File: config.mk
export PLATFORM = sky130hd
export DESIGN_NAME = pcm_sample_feeder
export DESIGN_NICKNAME = d
export VERILOG_FILES = /design/src/rtl/pcm_sample_feeder.sv
export SDC_FILE = /design/constraint.sdc
export NUM_CORES = 1
export LEC_CHECK = 0
export ABC_AREA = 1
export CORE_MARGIN = 2
export CORE_UTILIZATION = 60
export CTS_CLUSTER_SIZE = 8
export DETAILED_ROUTE_END_ITERATION = 12
export GPL_TIMING_DRIVEN = 1
export PLACE_DENSITY = 0.77
export REMOVE_ABC_BUFFERS = 1
export SETUP_SLACK_MARGIN = 0.15
export SYNTH_ARGS = -nofsm -noshare
export SYNTH_HDL_FRONTEND = slang
export SYNTH_SLANG_ARGS = --single-unit
File: constraint.sdc
create_clock -name clk -period 3 [get_ports clk]
set_input_delay 0.9 -clock clk [delete_from_list [all_inputs] [get_ports clk]]
set_output_delay 0.9 -clock clk [all_outputs]
set_load 0.005 [all_outputs]
File: src/rtl/pcm_sample_feeder.sv
// PCM sample-rate buffer feeding the sigma-delta DAC: a small FIFO filled over valid/ready,
// drained one sample every SAMPLE_DIV clocks, with underrun hold and a sticky underrun flag.
module pcm_sample_feeder #(
  parameter int unsigned BITDEPTH        = 14,
  parameter int unsigned FIFO_DEPTH_LOG2 = 4,
  parameter int unsigned SAMPLE_DIV      = 256,
  parameter int unsigned SIGNED_IN       = 1
) (
  input  logic                       clk,
  input  logic                       rst,
  input  logic                       en,
  input  logic [BITDEPTH-1:0]        wr_data,
  input  logic                       wr_valid,
  output logic                       wr_ready,
  output logic [BITDEPTH-1:0]        pcm,
  output logic                       sample_tick,
  output logic [FIFO_DEPTH_LOG2:0]   fifo_level,
  output logic                       underrun,
  input  logic                       underrun_clr
);

  localparam int unsigned DEPTH = 2 ** FIFO_DEPTH_LOG2;
  localparam int unsigned LVL_W = FIFO_DEPTH_LOG2 + 1;
  localparam int unsigned PTR_W = FIFO_DEPTH_LOG2;
  localparam int unsigned DIV_W = (SAMPLE_DIV > 2) ? $clog2(SAMPLE_DIV) : 1;
  localparam logic [BITDEPTH-1:0] MIDSCALE = {1'b1, {(BITDEPTH-1){1'b0}}};

  logic [BITDEPTH-1:0] mem_q [DEPTH];
  logic [PTR_W-1:0]    wr_ptr_q, wr_ptr_d;
  logic [PTR_W-1:0]    rd_ptr_q, rd_ptr_d;
  logic [LVL_W-1:0]    level_q, level_d;
  logic [DIV_W-1:0]    div_q, div_d;
  logic [BITDEPTH-1:0] pcm_q, pcm_d;
  logic                tick_q, tick_d;
  logic                unr_q, unr_d;

  logic                full, empty, push, tick, pop;
  logic [BITDEPTH-1:0] wr_conv;

  // Signed input becomes offset binary by flipping the MSB before it is stored.
  assign wr_conv = (SIGNED_IN != 0) ? {~wr_data[BITDEPTH-1], wr_data[BITDEPTH-2:0]} : wr_data;

  assign full  = (level_q == LVL_W'(DEPTH));
  assign empty = (level_q == LVL_W'(0));
  assign push  = wr_valid && !full;
  assign tick  = en && (div_q == DIV_W'(SAMPLE_DIV - 1));
  assign pop   = tick && !empty;

  always_comb begin
    wr_ptr_d = wr_ptr_q;
    rd_ptr_d = rd_ptr_q;
    level_d  = level_q;
    div_d    = div_q;
    pcm_d    = pcm_q;
    tick_d   = tick;
    unr_d    = unr_q;

    if (!en || tick) div_d = DIV_W'(0);
    else             div_d = div_q + DIV_W'(1);

    if (push) wr_ptr_d = wr_ptr_q + PTR_W'(1);
    if (pop) begin
      rd_ptr_d = rd_ptr_q + PTR_W'(1);
      pcm_d    = mem_q[rd_ptr_q];
    end

    if (push && !pop)      level_d = level_q + LVL_W'(1);
    else if (pop && !push) level_d = level_q - LVL_W'(1);

    // A new underrun on the same edge as a clear keeps the flag set.
    if (tick && empty)     unr_d = 1'b1;
    else if (underrun_clr) unr_d = 1'b0;
  end

  always_ff @(posedge clk) begin
    if (rst) begin
      wr_ptr_q <= '0;
      rd_ptr_q <= '0;
      level_q  <= '0;
      div_q    <= '0;
      pcm_q    <= MIDSCALE;
      tick_q   <= 1'b0;
      unr_q    <= 1'b0;
    end else begin
      wr_ptr_q <= wr_ptr_d;
      rd_ptr_q <= rd_ptr_d;
      level_q  <= level_d;
      div_q    <= div_d;
      pcm_q    <= pcm_d;
      tick_q   <= tick_d;
      unr_q    <= unr_d;
    end
  end

  // Sample storage carries no reset; the pointers define what is valid.
  always_ff @(posedge clk) begin
    if (!rst && push) mem_q[wr_ptr_q] <= wr_conv;
  end

  assign wr_ready    = !full;
  assign pcm         = pcm_q;
  assign sample_tick = tick_q;
  assign fifo_level  = level_q;
  assign underrun    = unr_q;

endmodule

### Word-level counts from Yosys, hierarchy flattened

Memory sizes are Yosys's and may differ from the RTL's. A register that Yosys moved wholly into a read port is not among the register bits.
Cells that the tools add are included.
W data, S select, Z words.

| storage, ports and cells | value |
|---|---|
| memories | 1 |
| output and inout port bits | 22 |
| memory bits (writable) | 224 |
| memory bits (read-only) | 0 |
| word-level logic and storage cells | 39 |
| bits of input ports | 19 |
| register bits after elaboration | 23 |
| latch bits | 0 |

| cells by class | value |
|---|---|
| divide/modulo/power cells | 0 |
| shift-type cells | 0 |
| reductions and logical operators | 18 |
| bitwise operators | 1 |
| $lt $le $gt $ge | 0 |
| mux-type cells | 6 |
| eq/ne operators | 2 |
| $mul | 0 |
| $add $sub $neg | 5 |

Memory list:

| memory | depth | bits a word | read ports | clocked after Yosys merged registers in | wr ports | RTL line | RTL |
|---|---|---|---|---|---|---|---|
| mem_q | 16 | 14 | 1 | 1 | 1 | 28 | `logic [BITDEPTH-1:0] mem_q [DEPTH];` |

Operator list:

| kind | number |
|---|---|
| $mux W5 | 2 |
| $add A4 B1 Y4 const B | 2 |
| $add A8 B1 Y8 const B | 1 |
| $eq A8 B8 Y1 const B | 1 |
| $logic_and A1 B1 Y1 | 7 |
| $logic_not A1 Y1 | 6 |
| $add A5 B1 Y5 const B | 1 |
| $eq A5 B5 Y1 const B | 1 |
| $logic_not A5 Y1 | 1 |
| $sub A5 B1 Y5 const B | 1 |
| $mux W1 | 4 |
| $reduce_bool A2 Y1 | 2 |
| $reduce_or A2 Y1 | 1 |
| $logic_or A1 B1 Y1 | 1 |
| $not A1 Y1 | 1 |

### Depth between registers and ports, before layout

| logic depth | value |
|---|---|
| word-level depth | 7 |
| gate-level depth with buffers | 14 |

### Least setup slack after synthesis

No wires, ideal clock.

| timing | value |
|---|---|
| kind | in2reg |
| start point | input port en |
| end point | register level_q[4], in the netlist fifo_level[4] |
| stages on the path | 11 |
| setup time | 0.134 ns |
| setup slack | 0.521 ns |
| arrival | 2.345 ns |
| buffers on the path | 0 |
| cell sequence | nand3_2 nor2_4 inv_1 ha_1 inv_1 ha_1 a21oi_1 o21ai_0 xor2_1 nand2_1 a21oi_1 |

| on the way | value |
|---|---|
| longest elaborated chain between the ends | 5 |
| elaborated cells between the ends (all ways) | 7 |
| those cells by class | mux: 1; reduce/logical: 6 |

RTL lines:

| what | RTL line | RTL |
|---|---|---|
| start: declaration | 11 | `input logic en,` |
| $logic_and A1 B1 Y1 (*) | 46 | `assign tick = en && (div_q == DIV_W'(SAMPLE_DIV - 1));` |
| $logic_and A1 B1 Y1 (*) | 47 | `assign pop = tick && !empty;` |
| $logic_not A1 Y1 | 67 | `if (push && !pop) level_d = level_q + LVL_W'(1);` |
| $logic_and A1 B1 Y1 | 67 |  |
| $mux W5 or $reduce_bool A2 Y1 (tied branches) | - |  |
| end signal: assignment | 87 | `level_q <= level_d;` |
| end: declaration | 31 | `logic [LVL_W-1:0] level_q, level_d;` |

Mark *: on every way between the ends. The rest lies on a longest branch, timed or not.
A chain may end at the register's enable or synchronous reset.

### Worst setup path in the final report

| timing | value |
|---|---|
| start point | register level_q[1], in the netlist fifo_level[1] |
| end point | output port wr_ready |

| on the way | value |
|---|---|
| longest elaborated chain between the ends | 2 |

RTL lines:

| what | RTL line | RTL |
|---|---|---|
| $eq A5 B5 Y1 | 43 | `assign full = (level_q == LVL_W'(DEPTH));` |
| $logic_not A1 Y1 | 100 | `assign wr_ready = !full;` |
| end: declaration | 14 | `output logic wr_ready,` |

No other way between the ends.

==> results.cfg <==
[detailed_routing]
drtIter0Drc = 782
drc = 0
vias = 7937
routedWlPerCell_um = 18.2
first_pass_iters = 6
drtAntennaViolNets = 0
drt_wl_total_um = 26100
routed_via_density = 5.53

[layout]
fin_nets = 1214
final_core_util = 0.722
mostFrequentLayoutCells = nand2_1 (375), edfxtp_1 (224), nand3_1 (161)
area_delta_synth_final_pct = 16.9
drive_gt1_frac = 0.0820
final_common_cell = nand2_1
design_area_sq_um = 13100
diodes = 0

[hold_path]
hold_start = div_q[0]
worstHoldPathType = reg -> reg

[clocking]
numCtsBuffers = 38
h-tree-depth = 2
post_cts_resize_count = 0
clkTransAtPathRegs_ns = 0.05
cts_tree = built
cts_setup_buffers = 0
clock_tree.buffer_depth = 3
clk_latency_ns = 0.52
clock-root-buffer = clkbuf_16
cts.hold.buffers_added = 0
cts_sinks = 261

[worst_setup_path]
worst-path-max-fanout = 4
slowest_stage = clkdlybuf4s50_1
critical-path-max-stage-delay_ns = 0.51
cp-startpoint = fifo_level[1]
cp_data_required_time_ns = 2.10
arrival_ns = 1.67
cp_cell_sequence = inv_1, nand4_1, clkdlybuf4s50_1
end_kind = primary output
path_class = reg -> out
ff2ff_setup_slack_ns = 0.60
reg2reg_from = div_q[0]
start_kind = flop

[sta]
min_period_ns = 2.57
worst_slew_pin_slew_ns = 0.744
holdWs_ns = 0.443
setup_violations = 0
finalClockSkew_ns = 0.0130
rsz0062_at_grt = no
final_max_slew_viol_count = 0
hold_viol = 0
fin_crit_sh = 0.858
maxSlewHeadroom = 0.504
fmaxAchievable_mhz = 389

[global_routing]
grt_use_met3 = 0.0568
grt_use_met1 = 0.359
busiest_layer = met2
grt.overflow.total = 0
use_met2 = 0.444
antenna_found_initial = 0
grt_pass1_wl_um = 41400
grt.total_usage = 0.273
grt_max_degree = 117
grt_pass1_vias = 7896

[logic_synthesis]
yosys-top-cells-area = edfxtp_1 (60%), nand2_1 (13%), nand3_1 (7.2%)
synth_area_sq_um = 11200
seq_area_frac_synth = 0.668
yosys.area.top_type = edfxtp_1
yosysUniqueCellTypes = 27
syn_inst = 1110
ys_ff_latch = 261
synth_top_area_frac = 0.602
syn_area_per_cell_sq_um = 10.1
yosys_warnings = 0

[power]
power_switching_share = 0.206
seqPwrFrac = 0.490
vdd_ir_drop_max_mv = 0.452
power.density_nw_per_um2 = 627
total_leakage_power_nw = 5.44
pwr-share-clk = 0.474
switchingPower_mw = 1.69
comb_power_share = 0.036
p_int_mw = 6.50

[die]
ios = 41
dieHeight_um = 140
fp-row-count = 49
die_area_sq_um = 19700
initial_core_util = 0.618
dieWidth_um = 140
core-area_sq_um = 18100

[place]
gp_congestion = 0.823
io_buffers = 40
dpl.hpwl_um = 14300
place_area_sq_um = 12000

[run]
cap_violations = 0

[outcome]
status = complete, no violations
[logic make-up (layout without fill, tap and decap cells)]
logic type                 Yosys count  count (layout)  synth area share
and+or+nand+nor                    605             605             0.225
adders and majority gates           12              12            0.0141
xor gates and xnor gates            10              10           0.00784
buffers and inverters              196             293            0.0726
AOI/OAI and AO/OA                   26              26            0.0122
DFF                                261             261             0.668
[synth_stat cells (all sizes together)]
cell type and number:
nand2 375, edfxtp 224, nand3 162, inv 144, nor2 63, dfxtp 37, buf 34, clkbuf 18
a21oi 14, ha 11, o21ai 11, xor2 6, xnor2 4, nand4 2, nor3 2, fa 1
nor3b 1, o211ai 1
[flip-flops by register name, indices dropped and copies added, names as in the netlist]
register	cells
wr_ptr_q	4
rd_ptr_q	4
underrun	1
pcm	14
fifo_level	5
mem_q	224
div_q	8
sample_tick	1
[area by class of cell]
| cell class | count | area, sq um |
|---|---|---|
| flip-flops and latches | 261 | 7470 |
| clock buffers | 61 | 1060 |
| repair buffers | 85 | 776 |
| fillers | 1225 | 5020 |
| clock inverters | 3 | 37.5 |
| multi-input cells | 653 | 2890 |
| inverters | 144 | 541 |
| well taps | 229 | 287 |
[metrics by stage]
step,TNS (ns),std cells,power (mW),setup slack [ns]
finish,0,1436,8.19,0.427
global route,0,1436,8.41,0.318
CTS,0,1436,8.24,0.401
detailed placement,-0.0431,1372,4.37,-0.0431
global placement,0,1372,4.36,0.0604
floorplan,-18.01,1058,4.22,-1.22
[power by group through the flow]
stage	registers (mW)	logic [mW]	clock network [mW]
2_1_floorplan	4.08	0.138	0
5_1_grt	4.02	0.322	4.07
3_3_place_gp	4.08	0.275	0
3_5_place_dp	4.08	0.286	0
4_1_cts	4.02	0.291	3.93
6_report	4.02	0.293	3.88
[routing by layer]
metal,part of all wire,vias up
met5,0,-
met4,0.036,0
met3,0.084,71
met2,0.48,384
met1,0.40,3732
li1,-,3750
[worst paths after layout]
check,to,cells past startpoint
max,wr_ready,3
min,div_q[0],1
max reg2reg,fifo_level[4],14
min reg2reg,div_q[0],1
[worst max-delay path: cells and delay by family, from the launching register on]
kind / cells / cell delay [ns]
buf+inv: 2 / 0.63
flops: 1 / 0.39
simple gates: 1 / 0.13
(Power assumes the default switching activity.)
